<file path="src/rtl/panel_pkg.sv">
// ============================================================================
//  Module      : panel_pkg
//  Description : Shared encodings, limits and reset values for the front-panel
//                menu controller.
//  Revision    : 1.0  initial release
// ============================================================================
`default_nettype none

package panel_pkg;

    // Parameter selected by the menu
    localparam logic [1:0] ITEM_REF  = 2'd0;
    localparam logic [1:0] ITEM_TC   = 2'd1;
    localparam logic [1:0] ITEM_SENS = 2'd2;
    localparam logic [1:0] ITEM_MODE = 2'd3;

    localparam logic [7:0] REF_MAX  = 8'd255;
    localparam logic [3:0] TC_MAX   = 4'd11;
    localparam logic [3:0] SENS_MAX = 4'd9;

    localparam logic [7:0] REF_RST  = 8'h40;
    localparam logic [3:0] TC_RST   = 4'd6;
    localparam logic [3:0] SENS_RST = 4'd9;

    localparam logic [0:0] ST_BROWSE = 1'b0;
    localparam logic [0:0] ST_EDIT   = 1'b1;

    // Bit positions of the buttons in the debounced press vector
    localparam int BTN_MENU  = 0;
    localparam int BTN_SET   = 1;
    localparam int BTN_PLUS  = 2;
    localparam int BTN_MINUS = 3;

    typedef enum logic [2:0] {
        EV_NONE  = 3'd0,
        EV_SET   = 3'd1,
        EV_MENU  = 3'd2,
        EV_PLUS  = 3'd3,
        EV_MINUS = 3'd4
    } event_t;

    function automatic logic [7:0] item_max(input logic [1:0] item);
        case (item)
            ITEM_REF:  item_max = REF_MAX;
            ITEM_TC:   item_max = {4'd0, TC_MAX};
            ITEM_SENS: item_max = {4'd0, SENS_MAX};
            default:   item_max = 8'd1;
        endcase
    endfunction

endpackage

`default_nettype wire

</file>
<file path="src/rtl/panel_menu_ctrl_if.sv">
// ============================================================================
//  Module      : panel_menu_ctrl_if
//  Description : Panel-side bundle: raw buttons in, LEDs and committed
//                measurement configuration out.
//  Revision    : 1.0  initial release
// ============================================================================
`default_nettype none

interface panel_menu_ctrl_if;

    logic       MENU;
    logic       SET;
    logic       PLUS;
    logic       MINUS;
    logic       L0;
    logic       L1;
    logic       L2;
    logic       L3;
    logic [7:0] REF_IDX;
    logic [3:0] TC_IDX;
    logic [3:0] SENS_IDX;
    logic       OUT_RTHETA;
    logic       CFG_STB;

    // master: the menu controller; slave: the board / panel side
    modport master (
        input  MENU, SET, PLUS, MINUS,
        output L0, L1, L2, L3,
        output REF_IDX, TC_IDX, SENS_IDX, OUT_RTHETA, CFG_STB
    );

    modport slave (
        output MENU, SET, PLUS, MINUS,
        input  L0, L1, L2, L3,
        input  REF_IDX, TC_IDX, SENS_IDX, OUT_RTHETA, CFG_STB
    );

endinterface

`default_nettype wire

</file>
<file path="src/rtl/panel_debounce.sv">
// ============================================================================
//  Module      : panel_debounce
//  Description : One active-low button: 2-FF synchronizer, stable-state
//                debouncer and one-cycle press pulse on released->pressed.
//  Revision    : 1.0  initial release
// ============================================================================
`default_nettype none

module panel_debounce #(
    parameter int DEBOUNCE_CYCLES = 360000
) (
    input  wire logic CLK36,
    input  wire logic RST_N,
    input  wire logic i_btn_n,
    output logic      o_press
);

    localparam int                 c_cnt_w   = (DEBOUNCE_CYCLES > 1) ? $clog2(DEBOUNCE_CYCLES) : 1;
    localparam logic [c_cnt_w-1:0] c_cnt_max = c_cnt_w'(DEBOUNCE_CYCLES - 1);

    logic               r_sync1;
    logic               r_sync2;
    logic               r_stable;
    logic               r_stable_q;
    logic               r_fall;
    logic [c_cnt_w-1:0] r_cnt;
    logic               w_differ;

    assign w_differ = r_sync2 ^ r_stable;

    // The fall detector and output stage give a fixed two-cycle tail after
    // the debounced state flips.
    always_ff @(posedge CLK36 or negedge RST_N) begin
        if (!RST_N) begin
            r_sync1    <= 1'b1;
            r_sync2    <= 1'b1;
            r_stable   <= 1'b1;
            r_stable_q <= 1'b1;
            r_fall     <= 1'b0;
            r_cnt      <= '0;
            o_press    <= 1'b0;
        end else begin
            r_sync1 <= i_btn_n;
            r_sync2 <= r_sync1;
            if (!w_differ) begin
                r_cnt <= '0;
            end else if (r_cnt == c_cnt_max) begin
                r_cnt    <= '0;
                r_stable <= r_sync2;
            end else begin
                r_cnt <= r_cnt + 1'b1;
            end
            r_stable_q <= r_stable;
            r_fall     <= r_stable_q & ~r_stable;
            o_press    <= r_fall;
        end
    end

endmodule

`default_nettype wire

</file>
<file path="src/rtl/panel_menu_ctrl.sv">
// ============================================================================
//  Module      : panel_menu_ctrl
//  Description : Front-panel browse/edit menu: button arbitration, edit FSM,
//                shadow/commit registers, edit timeout and LED drive.
//  Revision    : 1.0  initial release
// ============================================================================
`default_nettype none

module panel_menu_ctrl
    import panel_pkg::*;
#(
    parameter int DEBOUNCE_CYCLES = 360000,
    parameter int BLINK_BITS      = 22,
    parameter int EDIT_TIMEOUT    = 360000000
) (
    input  wire logic          CLK36,
    input  wire logic          RST_N,
    panel_menu_ctrl_if.master  pnl
);

    localparam int                 c_tmo_w   = (EDIT_TIMEOUT > 1) ? $clog2(EDIT_TIMEOUT) : 1;
    localparam logic [c_tmo_w-1:0] c_tmo_max = c_tmo_w'(EDIT_TIMEOUT - 1);

    logic [3:0]          w_btn_n;
    logic [3:0]          w_press;
    event_t              w_event;
    logic [0:0]          r_state;
    logic [0:0]          w_state_nxt;
    logic [1:0]          r_item;
    logic [7:0]          r_shadow;
    logic [7:0]          w_shadow_inc;
    logic [7:0]          w_shadow_dec;
    logic [7:0]          w_committed;
    logic [c_tmo_w-1:0]  r_tmo;
    logic                w_tmo_hit;
    logic                w_commit;
    logic [BLINK_BITS:0] r_blink;
    logic [3:0]          w_led;
    logic [7:0]          r_ref;
    logic [3:0]          r_tc;
    logic [3:0]          r_sens;
    logic                r_mode;
    logic                r_cfg_stb;

    assign w_btn_n = {pnl.MINUS, pnl.PLUS, pnl.SET, pnl.MENU};

    generate
        for (genvar gi = 0; gi < 4; gi++) begin : g_btn
            panel_debounce #(
                .DEBOUNCE_CYCLES (DEBOUNCE_CYCLES)
            ) u_debounce (
                .CLK36   (CLK36),
                .RST_N   (RST_N),
                .i_btn_n (w_btn_n[gi]),
                .o_press (w_press[gi])
            );
        end
    endgenerate

    // Coincident presses: only the highest-priority one survives
    always_comb begin
        w_event = EV_NONE;
        if (w_press[BTN_SET])        w_event = EV_SET;
        else if (w_press[BTN_MENU])  w_event = EV_MENU;
        else if (w_press[BTN_PLUS])  w_event = EV_PLUS;
        else if (w_press[BTN_MINUS]) w_event = EV_MINUS;
    end

    // A real event in the expiry cycle takes precedence over the timeout
    assign w_tmo_hit = (r_tmo == c_tmo_max) && (w_event == EV_NONE);

    always_ff @(posedge CLK36 or negedge RST_N) begin
        if (!RST_N) begin
            r_state <= ST_BROWSE;
        end else begin
            r_state <= w_state_nxt;
        end
    end

    always_comb begin
        w_state_nxt = r_state;
        case (r_state)
            ST_BROWSE: begin
                if (w_event == EV_SET) w_state_nxt = ST_EDIT;
            end
            ST_EDIT: begin
                if ((w_event == EV_SET) || (w_event == EV_MENU) || w_tmo_hit)
                    w_state_nxt = ST_BROWSE;
            end
            default: w_state_nxt = ST_BROWSE;
        endcase
    end

    always_comb begin
        w_led    = 4'b0000;
        w_commit = 1'b0;
        case (r_state)
            ST_BROWSE: w_led[r_item] = 1'b1;
            ST_EDIT: begin
                w_led[r_item] = r_blink[BLINK_BITS];
                w_commit      = (w_event == EV_SET);
            end
            default: w_led = 4'b0000;
        endcase
    end

    // Shadow arithmetic; the MODE item is a single bit that toggles
    always_comb begin
        w_shadow_inc = r_shadow;
        w_shadow_dec = r_shadow;
        if (r_item == ITEM_MODE) begin
            w_shadow_inc = {7'd0, ~r_shadow[0]};
            w_shadow_dec = {7'd0, ~r_shadow[0]};
        end else begin
            if (r_shadow < item_max(r_item)) w_shadow_inc = r_shadow + 8'd1;
            if (r_shadow != 8'd0)            w_shadow_dec = r_shadow - 8'd1;
        end
    end

    always_comb begin
        case (r_item)
            ITEM_REF:  w_committed = r_ref;
            ITEM_TC:   w_committed = {4'd0, r_tc};
            ITEM_SENS: w_committed = {4'd0, r_sens};
            default:   w_committed = {7'd0, r_mode};
        endcase
    end

    always_ff @(posedge CLK36 or negedge RST_N) begin
        if (!RST_N) begin
            r_item    <= ITEM_REF;
            r_shadow  <= 8'd0;
            r_tmo     <= '0;
            r_blink   <= '0;
            r_ref     <= REF_RST;
            r_tc      <= TC_RST;
            r_sens    <= SENS_RST;
            r_mode    <= 1'b0;
            r_cfg_stb <= 1'b0;
        end else begin
            r_blink   <= r_blink + 1'b1;
            r_cfg_stb <= w_commit;

            if ((r_state == ST_EDIT) && (w_event == EV_NONE) && !w_tmo_hit)
                r_tmo <= r_tmo + 1'b1;
            else
                r_tmo <= '0;

            if (r_state == ST_BROWSE) begin
                if (w_event == EV_MENU) r_item   <= r_item + 2'd1;
                if (w_event == EV_SET)  r_shadow <= w_committed;
            end else begin
                if (w_event == EV_PLUS)  r_shadow <= w_shadow_inc;
                if (w_event == EV_MINUS) r_shadow <= w_shadow_dec;
            end

            if (w_commit) begin
                case (r_item)
                    ITEM_REF:  r_ref  <= r_shadow;
                    ITEM_TC:   r_tc   <= r_shadow[3:0];
                    ITEM_SENS: r_sens <= r_shadow[3:0];
                    default:   r_mode <= r_shadow[0];
                endcase
            end
        end
    end

    assign pnl.L0         = w_led[0];
    assign pnl.L1         = w_led[1];
    assign pnl.L2         = w_led[2];
    assign pnl.L3         = w_led[3];
    assign pnl.REF_IDX    = r_ref;
    assign pnl.TC_IDX     = r_tc;
    assign pnl.SENS_IDX   = r_sens;
    assign pnl.OUT_RTHETA = r_mode;
    assign pnl.CFG_STB    = r_cfg_stb;

endmodule

`default_nettype wire

</file>
<file path="src/flat_wrapper.sv">
// flat-port wrapper written by rule: the top's interface ports become plain ports
module panel_menu_ctrl_flat import panel_pkg::*;
#(
    parameter int DEBOUNCE_CYCLES = 360000,
    parameter int BLINK_BITS      = 22,
    parameter int EDIT_TIMEOUT    = 360000000
)
  (CLK36, RST_N, pnl_MENU, pnl_SET, pnl_PLUS, pnl_MINUS, pnl_L0, pnl_L1, pnl_L2, pnl_L3, pnl_REF_IDX, pnl_TC_IDX, pnl_SENS_IDX, pnl_OUT_RTHETA, pnl_CFG_STB);
  panel_menu_ctrl_if pnl_i ();
  input  wire logic CLK36;
  input  wire logic RST_N;
  input wire logic [$bits(pnl_i.MENU)-1:0] pnl_MENU;
  input wire logic [$bits(pnl_i.SET)-1:0] pnl_SET;
  input wire logic [$bits(pnl_i.PLUS)-1:0] pnl_PLUS;
  input wire logic [$bits(pnl_i.MINUS)-1:0] pnl_MINUS;
  output wire logic [$bits(pnl_i.L0)-1:0] pnl_L0;
  output wire logic [$bits(pnl_i.L1)-1:0] pnl_L1;
  output wire logic [$bits(pnl_i.L2)-1:0] pnl_L2;
  output wire logic [$bits(pnl_i.L3)-1:0] pnl_L3;
  output wire logic [$bits(pnl_i.REF_IDX)-1:0] pnl_REF_IDX;
  output wire logic [$bits(pnl_i.TC_IDX)-1:0] pnl_TC_IDX;
  output wire logic [$bits(pnl_i.SENS_IDX)-1:0] pnl_SENS_IDX;
  output wire logic [$bits(pnl_i.OUT_RTHETA)-1:0] pnl_OUT_RTHETA;
  output wire logic [$bits(pnl_i.CFG_STB)-1:0] pnl_CFG_STB;
  assign pnl_i.MENU = pnl_MENU;
  assign pnl_i.SET = pnl_SET;
  assign pnl_i.PLUS = pnl_PLUS;
  assign pnl_i.MINUS = pnl_MINUS;
  assign pnl_L0 = pnl_i.L0;
  assign pnl_L1 = pnl_i.L1;
  assign pnl_L2 = pnl_i.L2;
  assign pnl_L3 = pnl_i.L3;
  assign pnl_REF_IDX = pnl_i.REF_IDX;
  assign pnl_TC_IDX = pnl_i.TC_IDX;
  assign pnl_SENS_IDX = pnl_i.SENS_IDX;
  assign pnl_OUT_RTHETA = pnl_i.OUT_RTHETA;
  assign pnl_CFG_STB = pnl_i.CFG_STB;
  panel_menu_ctrl #(.DEBOUNCE_CYCLES(DEBOUNCE_CYCLES), .BLINK_BITS(BLINK_BITS), .EDIT_TIMEOUT(EDIT_TIMEOUT)) u_core (.CLK36(CLK36), .RST_N(RST_N), .pnl(pnl_i));
endmodule
</file>
<file path="config.mk">
export PLATFORM = sky130hd
export DESIGN_NAME = panel_menu_ctrl_flat
export DESIGN_NICKNAME = d
export VERILOG_FILES = /design/src/rtl/panel_pkg.sv /design/src/rtl/panel_menu_ctrl_if.sv /design/src/rtl/panel_debounce.sv /design/src/rtl/panel_menu_ctrl.sv /design/src/flat_wrapper.sv
export SDC_FILE = /design/constraint.sdc
export NUM_CORES = 1
export LEC_CHECK = 0
export ABC_AREA = 0
export CAP_MARGIN = 40
export CORE_UTILIZATION = 50
export DETAILED_ROUTE_END_ITERATION = 6
export PLACE_DENSITY = 0.7
export SYNTH_ARGS = -nofsm -noshare
export SYNTH_HDL_FRONTEND = slang
export SYNTH_SLANG_ARGS = --single-unit
</file>
<file path="constraint.sdc">
create_clock -name CLK36 -period 2.3 [get_ports CLK36]
set_clock_uncertainty 0.2 [all_clocks]
set_input_delay 0.46 -clock CLK36 [delete_from_list [all_inputs] [get_ports CLK36]]
set_output_delay 0.46 -clock CLK36 [all_outputs]
set_load 0.02 [all_outputs]
</file>
==> results list, run 1 <==
- After detailed routing, the number of vias per cell comes to 5.31.
- The worst setup path is launched from a register.
- Max Cap Viol: 0
- Yosys instantiated no cell more often than dfrtp_1.
* Effective utilization at floorplan: 0.513
- R2R setup slack: -120 ps
* Worst Hold Path EP: u_core.g_btn[3].u_debounce.o_press
- Counting the fill cells in the layout gives 1,378.
* Post-synthesis register bit count: 181
* First-pass GRT wire length: 26.8 mm
- Counting flops with a built-in enable in the synthesized netlist gives 0.
- Cell accounting for the most synthesized area: dfrtp_1
- Min-Delay Path Class: reg2reg
- Number of distinct library cell variants in the gate-level netlist after synthesis: 61
* Clock tree from TritonCTS: built
- Level count of the clock H-tree: 4
* Reg-to-reg endpoint: u_core.r_shadow[4]
- Total I/O pin count: 28
* Buffer depth of the longest clock path: 2
* Count of buffer and inverter cells on the critical path: 3
* Yosys warning total: 0
- Power Density: 619 nW/um2
* Worst path max stage delay: 400 ps
- In this design, the largest share of critical-path delay is due to compound AO/OA/AOI/OAI gates.
- Total CTS buffers: 17
* Transition time at the pin with the least slew margin: between 500 and 600 ps
- Placement Rows: 47
- The area growth from synthesis to layout is 18.9%.
* Number of antenna violations at the first check in global routing: 0
* Worst Setup Slack post-DPL: -100 ps
- Leakage: 4.24 nW
- Net count after synthesis: 849
- The worst register-to-register path begins at u_core.r_item[0].
- Ratio of final minimum period to clock period: 1.05
* Sinks on Clock Net: 181
- Final std cell area, no fill: 10,100 um2
- Of the cells placed in the final design, the portion with a size suffix greater than 1 is 0.172.
- The HPWL after detailed placement is between 10 and 15 mm.
- Top achievable clock speed: 414 MHz
- STA puts the critical path data arrival time at 2530 ps.
* Critical Path End Type: register
- Slew margin rel.: 0.618
* Average routed wire per standard cell: 13.8 um
- Routed wire length: 15.5 mm
* Worst hold path stage count: 0
- DRT Pass-1 Iters: 7
- The count of buffers added on input and output ports is 27.
* Remaining number of nets flagged by the antenna check after routing: 0
* Global route overflow: 0
* Synthesized area divided by synthesized cell count: 10.3 um2
* Result of the run: complete, but fails checks
- The share of synthesized area in the top cell type comes to 0.471.
- Final critical delay including setup and external delays: between 2000 and 2500 ps
* Post-synthesis instance area: 8500 um2
* Overall die height: roughly 130 um
* Vias in the first global route: 5,878
* Final Hold Vio Count: 0
- Maximum net fanout on the critical path: 7
* Crit path cell chain: inv_2, ha_4, clkinvlp_4, buf_12, ha_4, a21oi_2, o21ai_2, a221oi_2, nand2_2, o21ai_1, o21ai_1
* Number of max-slew violations in the final report: 0
- Synthesis produced 823 cells.
* Critical path start-end classification: reg2reg
- In this run the worst setup path begins at u_core.r_item[0].
* Clock network latency to the later pin of the worst-skew pair: 430 ps
- Sequential fraction of the synthesis area: 0.536
- Clock tree synthesis selected as its root buffer the cell clkbuf_16.
- Placed inst area: 9270 um2
- The largest individual stage delay along the critical path comes from the cell dfrtp_1.
* Worst min-delay path startpoint: u_core.g_btn[3].u_debounce.r_fall
- The floorplan step set the die width to 132 um.
- The congestion estimate from routability-driven global placement came to 0.874.
- Initial DRC count: 242
- Data required time at the worst endpoint: between 2000 and 2500 ps
- The checks that failed: DRC, setup timing.
* Total routing resource utilization after global routing: 0.189
- By count the netlist is led by dfrtp_1 (160), nor2_1 (141), xor2_1 (65).
- Worst voltage drop across the vdd grid: 0.569 mV
- At the end of the flow, the number of nets in the layout was 915.
- Antenna diodes: 0
* Final setup vio count: 8
* Clock slew at reported path FFs: about 70 ps
* Asr flop ratio synth: 1.00
- Unrepaired setup endpoints after global routing: yes
- The core region is 16,600 um2.
- Residual DRC: 1
- Entering global routing, the biggest net connects 48 pins.
- Setup slack of the critical path after layout: -115 ps
- The routed layout has 5,954 vias.
- Main area contributors after synthesis: dfrtp_1 (47%), xor2_1 (6.7%), dfstp_2 (6.5%)
- Die Area: 17,500 um2
* Worst R2R Path Depth: 11
- The most used flip-flop cell after synthesis is dfrtp_1.
flip-flops by register name, indices dropped and copies added (netlist names):
name,count
u_core.g_btn.u_debounce.o_press,4
u_core.pnl.SENS_IDX,4
u_core.g_btn.u_debounce.r_cnt,76
u_core.g_btn.u_debounce.r_stable,4
u_core.pnl.REF_IDX,8
u_core.r_item,2
u_core.pnl.CFG_STB,1
u_core.r_state,1
u_core.g_btn.u_debounce.r_stable_q,4
u_core.pnl.TC_IDX,4
u_core.r_shadow,8
u_core.g_btn.u_debounce.r_sync2,4
u_core.g_btn.u_debounce.r_sync1,4
u_core.pnl.OUT_RTHETA,1
u_core.r_tmo,29
u_core.g_btn.u_debounce.r_fall,4
u_core.r_blink,23
placed cells by master (no fill, tap or decap), drive strengths merged, types with 4 or more instances in the layout:
cell type and instances:
and4 5, buf 36, ha 20, nor4b 5, nor4 7, nor2b 8, a222oi 4, clkbuf 21
mux2 14, a211oi 4, clkdlybuf4s50 22, xor2 65, nand3 59, or3 5, inv 23, and2 6
xnor2 55, clkinv 7, dfrtp 160, and3 22, nor2 141, o21ai 22, or2 8, a21oi 13
nand4 19, dfstp 21, nor3 23, nand2 66
cells by family after synthesis:
logic type,count (synthesis),share of synthesized area
adders and majority gates,20,0.0294
xor gates and xnor gates,120,0.124
DFF,181,0.536
AOI/OAI and AO/OA,62,0.0477
and+or+nand+nor,386,0.223
buffers and inverters,39,0.0208
muxes,15,0.0197
final cells by class:
class                           count  area, um2  share of cell area
Timing Repair Buffer               64        628              0.0621
Clock inverter                     13        146              0.0145
Tap cell                          220        275              0.0272
Sequential cell                   181       4560               0.451
Clock buffer                       19        443              0.0438
Multi-Input combinational cell    604       3980               0.393
Inverter                           21       82.6             0.00817
layer usage:
layer  GRT usage  vias up  part of all wire
li1            -     2937                 -
met1       0.249     2910              0.47
met2       0.304       86              0.48
met3      0.0358       21             0.028
met4      0.0868        0             0.019
met5           0        -                 0
where the power goes:
group,internal (mW),switching [mW]
clock,1.64,1.23
sequential,3.21,0.0241
combinational,0.0455,0.0992
total,4.90,1.35
what timing repair did:
item,CTS,global route
cloned,1,0
gates resized for setup,37,13
hold buffers,1,0
endpoints found under the hold margin,37,0
pin swaps,14,11
buffers inserted,2,2
endpoints found under the setup margin,12,43
through the flow:
step                setup TNS, ps  hold WS [ps]   util  cells  total power [mW]
finish                       -614           151  0.610   1122              6.26
global route                -1390           160  0.610   1122              6.50
floorplan                       0         -35.6      -    823              3.34
CTS                          -212           150  0.604   1121              6.35
detailed placement           -376           135  0.559   1085              3.45
global placement            -57.1           138  0.559   1085              3.44
how the worst max path moves through the flow:
| stage | to | slack [ps] | cells past startpoint |
|---|---|---|---|
| after floorplan | u_core.r_shadow[5] | 0.6 | 11 |
| after detailed placement | u_core.r_shadow[0] | -100 | 10 |
| after global placement | u_core.r_shadow[0] | -50 | 10 |
| final | u_core.r_shadow[4] | -120 | 11 |
| after CTS | u_core.r_shadow[5] | -40 | 10 |
| after global routing | u_core.r_shadow[5] | -220 | 11 |
worst register-to-register path: cells and delay by family, from the launching register on:
family                     cells  cell delay (ps)
buffers and inverters          3              360
and+or+nand+nor                1              190
DFF                            1              400
AOI/OAI and AO/OA              5              800
adders and majority gates      2              350
Power figures use the tool's default switching activity.
==> inputs of run 2 (changes only) <==
- CORE_UTILIZATION: 50 -> 49
- PLACE_DENSITY: 0.7 -> 0.69
==> run 2 against run 1 <==
Against the previous run: highest routed layer unchanged; the run ends with setup timing left; first-iteration DRC count rose by 25%; fmax increased by 4.1%; final area fell by 0.67%; non-clock buffer count rose by 8; flip-flop and latch count unchanged; register-to-register slack better by 96 ps; clock power down 5%; largest power group unchanged; clock-buffer cell count shrank 1; worst hold slack worse by 0.98 ps; utilization is 1.0 points lower; global-route usage is 0.18 points lower; final cell count up 0.71%.
==> results list, run 2 (same netlist as run 1, synthesis figures left out) <==
- The final worst-path setup slack was -19.3 ps (+95.7 ps).
- Effective utilization at floorplan: 0.507 (-0.00539)
- The data required time of the worst path was 2450 ps (+30 ps).
- Vias in the first global route: 5,691 (-3.2%)
* Worst R2R Path Depth: 10 (-1)
- Overall die height: 134 um (+1.0%)
- R2R setup slack: -20 ps (+100 ps)
* Internal Dissipation: 4.70 mW (-4.1%)
* Sequential fraction of design power: 0.529 (+0.011)
* Switching share of power: 0.232 (+0.0150)
* Number of max-slew violations in the final report: 0 (unchanged)
- The tightest slew margin relative to the limit came to 0.582 (-0.0360).
* Max Cap Viol: 0 (unchanged)
- Setup crit start: u_core.r_item[1]
- The overall die width came to 134 um (+1.0%).
- Worst R2R Start: u_core.r_item[1]
* Worst path max stage delay: 380 ps (-20 ps)
- Reg-to-reg endpoint: u_core.r_shadow[3]
- Result of the run: complete, but fails checks
- The final total power was 6.12 mW (-2.2%).
* Total CTS buffers: 17 (unchanged)
- Placed Cells: 1,092 (+0.65%)
* Top achievable clock speed: 431 MHz (+4.1%)
- Total routing resource utilization after global routing: 0.187 (-0.00180)
* Global route overflow: 0 (unchanged)
* Placement Rows: 47 (unchanged)
- The count of input and output buffers came to 27 (unchanged).
* Residual DRC: 0 (-1)
* Leakage: 4.28 nW (+1.1%)
- The count of vias placed by the detailed router came to 5,947 (-0.12%).
- In the layout the commonest cells are dfrtp_1 (160), nor2_1 (140), xor2_1 (65), nand2_1 (62), nand3_1 (58).
- The fraction of final layout cells with drive strength greater than 1 came to 0.177 (+0.00508).
* Root Buffer: clkbuf_16
- Data arrival time of the critical path: 2470 ps (-60 ps)
- Worst Setup Start Kind: register
* Number of flip-flops in the largest register: 76 (unchanged)
- The final antenna diode count came to 0 (unchanged).
- TritonCTS built the clock tree.
* Signed area change from the synthesized netlist to the final layout: 18.1%
* Routed wire length: 15.6 mm (+0.71%)
- The number of fill cells in the layout is 1,419 (+3.0%).
* Final Hold Vio Count: 0 (unchanged)
* Critical Path End Type: register
- The clock tree buffer depth came to 2 (unchanged).
- Final setup vio count: 1 (-7)
* Unrepaired setup endpoints after global routing: yes
* Power share of the clock group: 0.448 (-0.011)
- Largest Register: u_core.g_btn.u_debounce.r_cnt
* Average routed wire per standard cell: 13.8 um (about the same)
* Worst Setup Slack post-DPL: -156 ps (-56.2 ps)
* Slowest-stage cell, CP: dfrtp_1
- Total Neg Setup Slack: -19.3 ps (+594 ps)
- The global-route wire length before repair was 26.8 mm (about the same).
- The deepest level of the CTS H-tree came to 4 (unchanged).
* Endpoint of the worst setup timing path: u_core.r_shadow[3]
- Net load switching power: 1.42 mW (+4.6%)
- The library cell used most frequently in the layout, excluding fill and tap cells, is dfrtp_1.
* Total I/O pin count: 28 (unchanged)
- Crit path cell chain: inv_2, ha_4, inv_6, ha_4, a21oi_4, o21ai_2, a221oi_2, nand2_2, buf_4, o21ai_2
- Power Density: 609 nW/um2 (-1.6%)
- The logic gate share of total power was 0.023 (about the same).
- The final critical delay including setup and external delays was 2320 ps (-95.7 ps).
* Maximum net fanout on the critical path: 6 (-1)
- Critical path start-end classification: reg2reg
* Initial DRC count: 303 (+25%)
- Min-Delay Path Class: reg2reg
- The number of vias per cell came to 5.26 (-0.82%).
- Sinks on Clock Net: 181 (unchanged)
* DRT Pass-1 Iters: 4 (-3)
* Worst voltage drop across the vdd grid: 0.515 mV (-9.6%)
* Final instance count without filler cells: 1,130 (+0.71%)
- Registers with the most flip-flops: u_core.g_btn.u_debounce.r_cnt x76, u_core.r_tmo x29, u_core.r_blink x23
* Core ar.: 16,800 um2 (+1.1%)
* Largest net degree at the start of global routing: 57 (+19%)
- The clock latency at the later pin of the worst-skew pair came to 430 ps (about the same).
- The post-detailed-placement half-perimeter wirelength was 10.4 mm (+0.47%).
- Transition time at the pin with the least slew margin: 622 ps (+53.6 ps)
- Number of antenna violations at the first check in global routing: 0 (unchanged)
- Ratio of final minimum period to clock period: 1.01 (-0.0416)
- The final cell utilization of the core came to 0.599 (-0.0104).
- Clock slew at reported path FFs: 70 ps (about the same)
* Die Area: 17,900 um2 (+2.0%)
- Violated checks: setup timing
* GP Congestion: 0.808 (-7.5%)
* Nets: 923 (+0.87%)
* Remaining number of nets flagged by the antenna check after routing: 0 (unchanged)
run 2: cell count changes in the layout (fill, tap and decap cells not counted), sizes merged:
cell,before,now
clkdlybuf4s15,3,0
clkbuf,21,22
buf,36,45
inv,23,27
bufinv,2,0
dlymetal6s2s,0,1
clkinv,7,6
clkdlybuf4s50,22,21
run 2: critical path: cells and delay by family, from the launching register on:
kind,cells,cell delay (ps)
fa+ha+maj,2,400
flops,1,380
buf+inv,3,320
compound gates,4,730
simple gates,1,210
run 2: metal layers:
| layer | GRT usage | routed length [um] | share of wire | up-vias |
|---|---|---|---|---|
| met3 | 0.0426 | 538 | 0.035 | 13 |
| met5 | 0 | 0 | 0 | - |
| met2 | 0.293 | 7430 | 0.48 | 95 |
| met4 | 0.0549 | 150 | 0.0096 | 0 |
| li1 | - | - | - | 2953 |
| met1 | 0.260 | 7460 | 0.48 | 2886 |
run 2: how the worst min path moves through the flow:
| stage | endpoint | depth (start not counted) | start |
|---|---|---|---|
| final | u_core.g_btn[3].u_debounce.o_press | 0 | u_core.g_btn[3].u_debounce.r_fall |
| after global routing | u_core.g_btn[3].u_debounce.o_press | 0 | u_core.g_btn[3].u_debounce.r_fall |
| after CTS | u_core.g_btn[3].u_debounce.o_press | 0 | u_core.g_btn[3].u_debounce.r_fall |
| after detailed placement | u_core.g_btn[3].u_debounce.o_press | 0 | u_core.g_btn[3].u_debounce.r_fall |
| after global placement | u_core.g_btn[3].u_debounce.o_press | 0 | u_core.g_btn[3].u_debounce.r_fall |
| after floorplan | u_core.g_btn[0].u_debounce.o_press | 0 | RST_N |
run 2: timing repair:
action / CTS / global route
resized for setup: 16 / 31
setup endpoints to repair: 12 / 13
cloned: 1 / 0
pin swaps: 5 / 7
setup buffers: 3 / 1
hold endpoints to repair: 42 / 0
hold buffers: 1 / 0
run 2: metrics by stage:
step | hold slack (ps) | area [um2]
floorplan | -35.6 | 8510
global placement | 132 | 9310
detailed placement | 136 | 9310
CTS | 152 | 9930
global route | 154 | 10000
finish | 150 | 10000
run 2: layout make-up:
class / count / area [um2] / area share
Sequential cell: 181 / 4560 / 0.454
Clock buffer: 18 / 439 / 0.0437
Tap cell: 220 / 275 / 0.0274
Inverter: 21 / 83.8 / 0.00835
Multi-Input combinational cell: 604 / 3920 / 0.390
Timing Repair Buffer: 72 / 651 / 0.0648
Clock inverter: 14 / 121 / 0.0121
run 2: power by group through the flow:
| stage | Sequential [mW] | Combinational, mW | Clock (mW) |
|---|---|---|---|
| 6_report | 3.24 | 0.143 | 2.74 |
| 5_1_grt | 3.24 | 0.170 | 2.94 |
| 4_1_cts | 3.24 | 0.151 | 2.81 |
| 3_5_place_dp | 3.30 | 0.148 | 0 |
| 3_3_place_gp | 3.29 | 0.147 | 0 |
| 2_1_floorplan | 3.29 | 0.0536 | 0 |
